===== src/rtl/hex_entry_buffer.sv =====
// hex_entry_buffer
//   Sits between a UART receiver and a number display. Received ASCII hex
//   digits are shifted into a working register. A CR or LF commits the working
//   register to the displayed value num, so the display changes only on commit.
//   Editing bytes: BS drops the newest digit, ESC clears the entry. Any other
//   byte is rejected with an err pulse. A partial entry that stays idle for
//   TIMEOUT_CYC cycles is discarded.
//
// Parameters
//   DIGITS       number of hex digits held (1..7); num is 4*DIGITS bits wide
//   AUTO_COMMIT  1: commit as soon as DIGITS digits have been entered
//   TIMEOUT_CYC  idle cycles before a partial entry is discarded; 0 = never
//
// Ports
//   clk          system clock, all logic on posedge
//   rst_n        asynchronous active-low reset
//   rx_valid     1-cycle strobe; rx_data holds a received byte
//   rx_data      received byte
//   num          committed value; [3:0] holds the least significant digit
//   digit_count  digits currently in the working register, 0..DIGITS
//   busy         1 while an entry is in progress
//   commit       1-cycle pulse when num is updated
//   err          1-cycle pulse on an unrecognised byte
module hex_entry_buffer #(
  parameter int unsigned DIGITS      = 6,
  parameter bit          AUTO_COMMIT = 1'b0,
  parameter int unsigned TIMEOUT_CYC = 50_000_000
) (
  input  logic                  clk,
  input  logic                  rst_n,
  input  logic                  rx_valid,
  input  logic [7:0]            rx_data,
  output logic [4*DIGITS-1:0]   num,
  output logic [2:0]            digit_count,
  output logic                  busy,
  output logic                  commit,
  output logic                  err
);

  localparam int unsigned W        = 4 * DIGITS;
  localparam logic [2:0]  MaxCount = 3'(DIGITS);
  localparam logic [31:0] TimerEnd = 32'(TIMEOUT_CYC - 1);

  typedef enum logic {StIdle, StEntry} state_e;

  state_e        state_q, state_d;
  logic [W-1:0]  working_q, working_d;
  logic [W-1:0]  num_q, num_d;
  logic [2:0]    count_q, count_d;
  logic [31:0]   timer_q, timer_d;
  logic          commit_q, commit_d;
  logic          err_q, err_d;

  // Byte classification
  logic       is_hex, is_eol, is_bs, is_esc;
  logic [3:0] nibble;

  always_comb begin
    is_hex = 1'b0;
    nibble = 4'h0;
    if (rx_data >= 8'h30 && rx_data <= 8'h39) begin
      is_hex = 1'b1;
      nibble = rx_data[3:0];
    end else if ((rx_data >= 8'h41 && rx_data <= 8'h46) ||
                 (rx_data >= 8'h61 && rx_data <= 8'h66)) begin
      // 'A'/'a' have low nibble 1, so adding 9 yields 10..15.
      is_hex = 1'b1;
      nibble = rx_data[3:0] + 4'd9;
    end
  end

  assign is_eol = (rx_data == 8'h0D) || (rx_data == 8'h0A);
  assign is_bs  = (rx_data == 8'h08);
  assign is_esc = (rx_data == 8'h1B);

  logic timeout_hit;
  assign timeout_hit = (TIMEOUT_CYC != 0) && (state_q == StEntry) && (timer_q == TimerEnd);

  always_comb begin
    state_d   = state_q;
    working_d = working_q;
    num_d     = num_q;
    count_d   = count_q;
    timer_d   = timer_q;
    commit_d  = 1'b0;
    err_d     = 1'b0;

    if (rx_valid) begin
      // A byte always wins over a coincident timeout.
      timer_d = '0;
      if (is_hex) begin
        // Shifting left drops the oldest digit once the register is full.
        working_d = (working_q << 4) | W'(nibble);
        if (count_q < MaxCount) begin
          count_d = count_q + 3'd1;
        end
        state_d = StEntry;
        if (AUTO_COMMIT && (count_d == MaxCount)) begin
          num_d     = working_d;
          commit_d  = 1'b1;
          working_d = '0;
          count_d   = '0;
          state_d   = StIdle;
        end
      end else if (is_eol) begin
        // Empty entry ignores terminators, so CR+LF commits only once.
        if (count_q != '0) begin
          num_d     = working_q;
          commit_d  = 1'b1;
          working_d = '0;
          count_d   = '0;
          state_d   = StIdle;
        end
      end else if (is_bs) begin
        if (count_q != '0) begin
          working_d = working_q >> 4;
          count_d   = count_q - 3'd1;
          if (count_q == 3'd1) begin
            state_d = StIdle;
          end
        end
      end else if (is_esc) begin
        working_d = '0;
        count_d   = '0;
        state_d   = StIdle;
      end else begin
        err_d = 1'b1;
      end
    end else if (timeout_hit) begin
      working_d = '0;
      count_d   = '0;
      timer_d   = '0;
      state_d   = StIdle;
    end else if (state_q == StEntry) begin
      timer_d = timer_q + 32'd1;
    end else begin
      timer_d = '0;
    end
  end

  always_ff @(posedge clk or negedge rst_n) begin
    if (!rst_n) begin
      state_q   <= StIdle;
      working_q <= '0;
      num_q     <= '0;
      count_q   <= '0;
      timer_q   <= '0;
      commit_q  <= 1'b0;
      err_q     <= 1'b0;
    end else begin
      state_q   <= state_d;
      working_q <= working_d;
      num_q     <= num_d;
      count_q   <= count_d;
      timer_q   <= timer_d;
      commit_q  <= commit_d;
      err_q     <= err_d;
    end
  end

  assign num         = num_q;
  assign digit_count = count_q;
  assign busy        = (state_q == StEntry);
  assign commit      = commit_q;
  assign err         = err_q;

endmodule

===== config.mk =====
export PLATFORM = sky130hd
export DESIGN_NAME = hex_entry_buffer
export DESIGN_NICKNAME = d
export VERILOG_FILES = /design/src/rtl/hex_entry_buffer.sv
export SDC_FILE = /design/constraint.sdc
export NUM_CORES = 1
export LEC_CHECK = 0
export ABC_AREA = 0
export CORE_MARGIN = 2
export CORE_UTILIZATION = 45
export DETAILED_ROUTE_END_ITERATION = 10
export PLACE_DENSITY = 0.68
export SLEW_MARGIN = 20
export SYNTH_ARGS = -nofsm -noshare
export SYNTH_HDL_FRONTEND = slang
export SYNTH_SLANG_ARGS = --single-unit

===== constraint.sdc =====
create_clock -name clk -period 2.7 [get_ports clk]
set_input_delay 0.81 -clock clk [delete_from_list [all_inputs] [get_ports clk]]
set_output_delay 0.81 -clock clk [all_outputs]
set_load 0.02 [all_outputs]

==> impl_metrics.yaml <==
route:
  ant_nets: 0
  drt-initial-drc-count: 129
  wl_mm: 9.54
  route.detailed.drc: 0
  vias: 3233
  dr.pass1.iters: 4
  avgViaCountPerCell: 5.38
  wl_per_cell_um: 15.9
sta:
  fin_worst_skew_ns: 0.00792
  clock.fmax_ghz: 0.396
  setup_viol: 0
  timing.final.crit_share_pct: 93.6
  final_max_slew_viol_count: 0
  finalHoldViolCount: 0
  worst_pin_slew_ns: 0.499
  max-slew-margin-rel_pct: 66.7
  rsz0062_at_grt: "false"
  period_minus_slack_ns: 2.53
cts:
  cts_tree: "built"
  clockRootBuffer: "clkbuf_8"
  clk_latency_ns: 0.36
  cts-buffers-inserted: 9
  htree_levels: 3
  cts.reportedPaths.clkPinSlew_ns: 0.09
  clk_path_buf_depth: 2
  clock_sinks: 86
job:
  maxCapViolCount: 0
pwr:
  p_per_area_nw_per_um2: 442
  p_sw_uw: 640
  seq_power_share_pct: 52.1
  internal_power_mw: 1.88
  p_leak_nw: 2.58
  switching_share_pct: 25.4
  p_comb_share_pct: 10.5
  ir_worst_vdd_v: 0.000378
  power_frac_clock_pct: 37.4
status:
  status: "finished clean"
worst_setup_path:
  reg2reg_depth: 7
  max_stage_delay_ns: 0.58
  rr_endpoint: "working_q[20]$_DFFE_PN0P_"
  worstSetupPathType: "reg -> reg"
  crit_path_cell_trace: "nand4_1, or4_1, or4_4, o2bb2ai_4, clkbuf_16, buf_4, a22o_1"
  r2r-start: "timer_q[12]$_DFF_PN0_"
  end_kind: "flop"
  cp_slowest_cell: "or4_4"
  rrSetupSlack_ns: 0.17
  cp.arrival_ns: 2.78
  critPathLaunchType: "flop"
  worstPathRequired_ns: 2.95
  path_max_fanout: 8
placed_design:
  port_buffers: 40
  dp_hpwl_mm: 6.30
  place.gp.congestion: 0.869
  place_area_um2: 5280
synthesis:
  synthArstFlopShare_pct: 100
  synth_ff_type: "dfrtp_1"
  ys_seq_elements: 86
  yosysWarnings: 0
  synth_area_per_cell_um2: 11.6
  syn-num-nets: 403
  yosysUniqueCellTypes: 58
  syn-instance-count: 383
  synth_edf_count: 0
  synthesis.area_um2: 4440
  seq_area_frac_synth_pct: 48.4
die:
  rows: 36
  die_x_um: 103
  start_util_pct: 45.9
  fp.coreArea_um2: 9680
  fp.dieArea_um2: 10700
  pin_count: 41
  die-height_um: 103
finish:
  nets: 484
  fin_area_um2: 5700
  postLayoutCoreUtil_pct: 58.9
  num_antenna_cells: 0
  layout-drive-gt1-share_pct: 29.5
  area_growth_pct: 28.4
global_routing:
  grt_start_max_net_pins: 40
  grt_usage_pct: 19.2
  grt_pass1_wl_mm: 15.9
  grt_pass1_vias: 3319
  grt-ovfl-total: 0
  antenna_found_initial: 0
hold_path:
  hp-class: "in -> async"
worst max-delay path by stage:
stage | start | to | slack (ns) | cells after the start
final | timer_q[12]$_DFF_PN0_ | working_q[20]$_DFFE_PN0P_ | 0.17 | 7
after global placement | rx_data[7] | num[23]$_DFFE_PN0P_ | -0.37 | 7
after detailed placement | rx_data[0] | working_q[16]$_DFFE_PN0P_ | -0.40 | 9
after floorplan | rx_data[0] | num[10]$_DFFE_PN0P_ | 0.02 | 9
after CTS | rx_data[0] | working_q[2]$_DFFE_PN0P_ | -0.002 | 10
after global routing | timer_q[12]$_DFF_PN0_ | working_q[22]$_DFFE_PN0P_ | 0.11 | 7
power by group through the flow:
stage               sequential [mW]  combinational, mW  clock [mW]
finish                         1.31              0.266       0.943
global route                   1.32              0.294        1.03
floorplan                      1.35              0.111           0
global placement               1.34              0.242           0
detailed placement             1.34              0.246           0
CTS                            1.32              0.255       0.969
registers in the layout, indices dropped and copies added (netlist names):
register,count
err,1
num,24
commit,1
working_q,24
digit_count,3
busy,1
timer_q,32
layer usage:
| layer | global-route usage (%) | vias up | part of all wire [%] |
|---|---|---|---|
| met5 | 0 | - | 0 |
| met4 | 5.97 | 0 | 1.0 |
| met3 | 4.37 | 9 | 3.6 |
| met2 | 32.3 | 74 | 50 |
| met1 | 24.7 | 1603 | 45 |
| li1 | - | 1547 | - |
cells by family after synthesis:
logic type	after synthesis	share of synthesized area (%)
mux	46	12.8
fa+ha+maj	9	2.53
buf+inv	32	4.45
xor+xnor	31	6.11
flops	86	48.4
simple gates	128	15.4
compound gates	51	10.2
critical path, delay by kind of cell (launching register included):
kind / cells / cell delay, ns
AND/OR/NAND/NOR: 3 / 1.28
flip-flops: 1 / 0.43
AO/OA/AOI/OAI: 2 / 0.38
buffers and inverters: 2 / 0.33
cells in the final DEF, fill, tap and decap left out, types with 9 or more instances in the layout:
cell	instances
nor3_1	12
mux2_4	33
a22o_1	14
clkdlybuf4s50_1	33
clkbuf_8	10
nand3_1	17
mux2_2	12
buf_4	34
xor2_1	9
nand2_1	12
xnor2_1	22
nor2_1	39
a22o_2	10
nand4_1	12
inv_1	12
dfrtp_1	86
synth_stat cells, drive strengths merged (2+ instances only):
cell      n  area [um2]
a22o     24         223
a21oi     8        43.8
mux2     45         559
or2       2        12.5
clkbuf    8        71.3
dfrtp    86        2150
o2bb2ai   2        36.3
nor2     39         146
nand3    18         103
inv      14        52.6
and4      2        17.5
a211oi    2        15.0
xnor2    22         193
xor2      9        78.8
nand4    12        75.1
or3       3        20.0
a211o     2        18.8
nand2b    4        25.0
o21ai     3        15.0
ha        9         113
nor3     12        60.1
buf       8        57.6
nand2    12        45.0
and3      4        25.0
nor4b     2        17.5
or4       3        26.3
nor4      9        56.3
final cells by class:
cell class / instances / area, um2
Fill cell: 809 / 3980
Multi-Input combinational cell: 265 / 2210
Sequential cell: 86 / 2150
Timing Repair Buffer: 87 / 911
Tap cell: 133 / 166
Clock buffer: 10 / 138
Clock inverter: 5 / 66.3
Inverter: 15 / 56.3
stage by stage:
step / cells / setup slack, ns / TNS, ns / hold WS, ns / total power, mW
finish: 601 / 0.172 / 0 / 0.407 / 2.52
global route: 601 / 0.109 / 0 / 0.436 / 2.64
CTS: 597 / -0.00151 / -0.00247 / 0.422 / 2.54
detailed placement: 576 / -0.399 / -18.86 / 0.477 / 1.59
global placement: 576 / -0.374 / -17.37 / 0.470 / 1.58
floorplan: 383 / 0.0233 / 0 / 0.455 / 1.46
what timing repair did:
item,in CTS,in global routing
cloned,1,3
hold buffers,0,0
resized for setup,4,18
setup buffers,5,1
pin swaps,3,6
setup endpoints to repair,25,47
endpoints found under the hold margin,0,0
No activity file was read; power rests on OpenSTA's default activity.
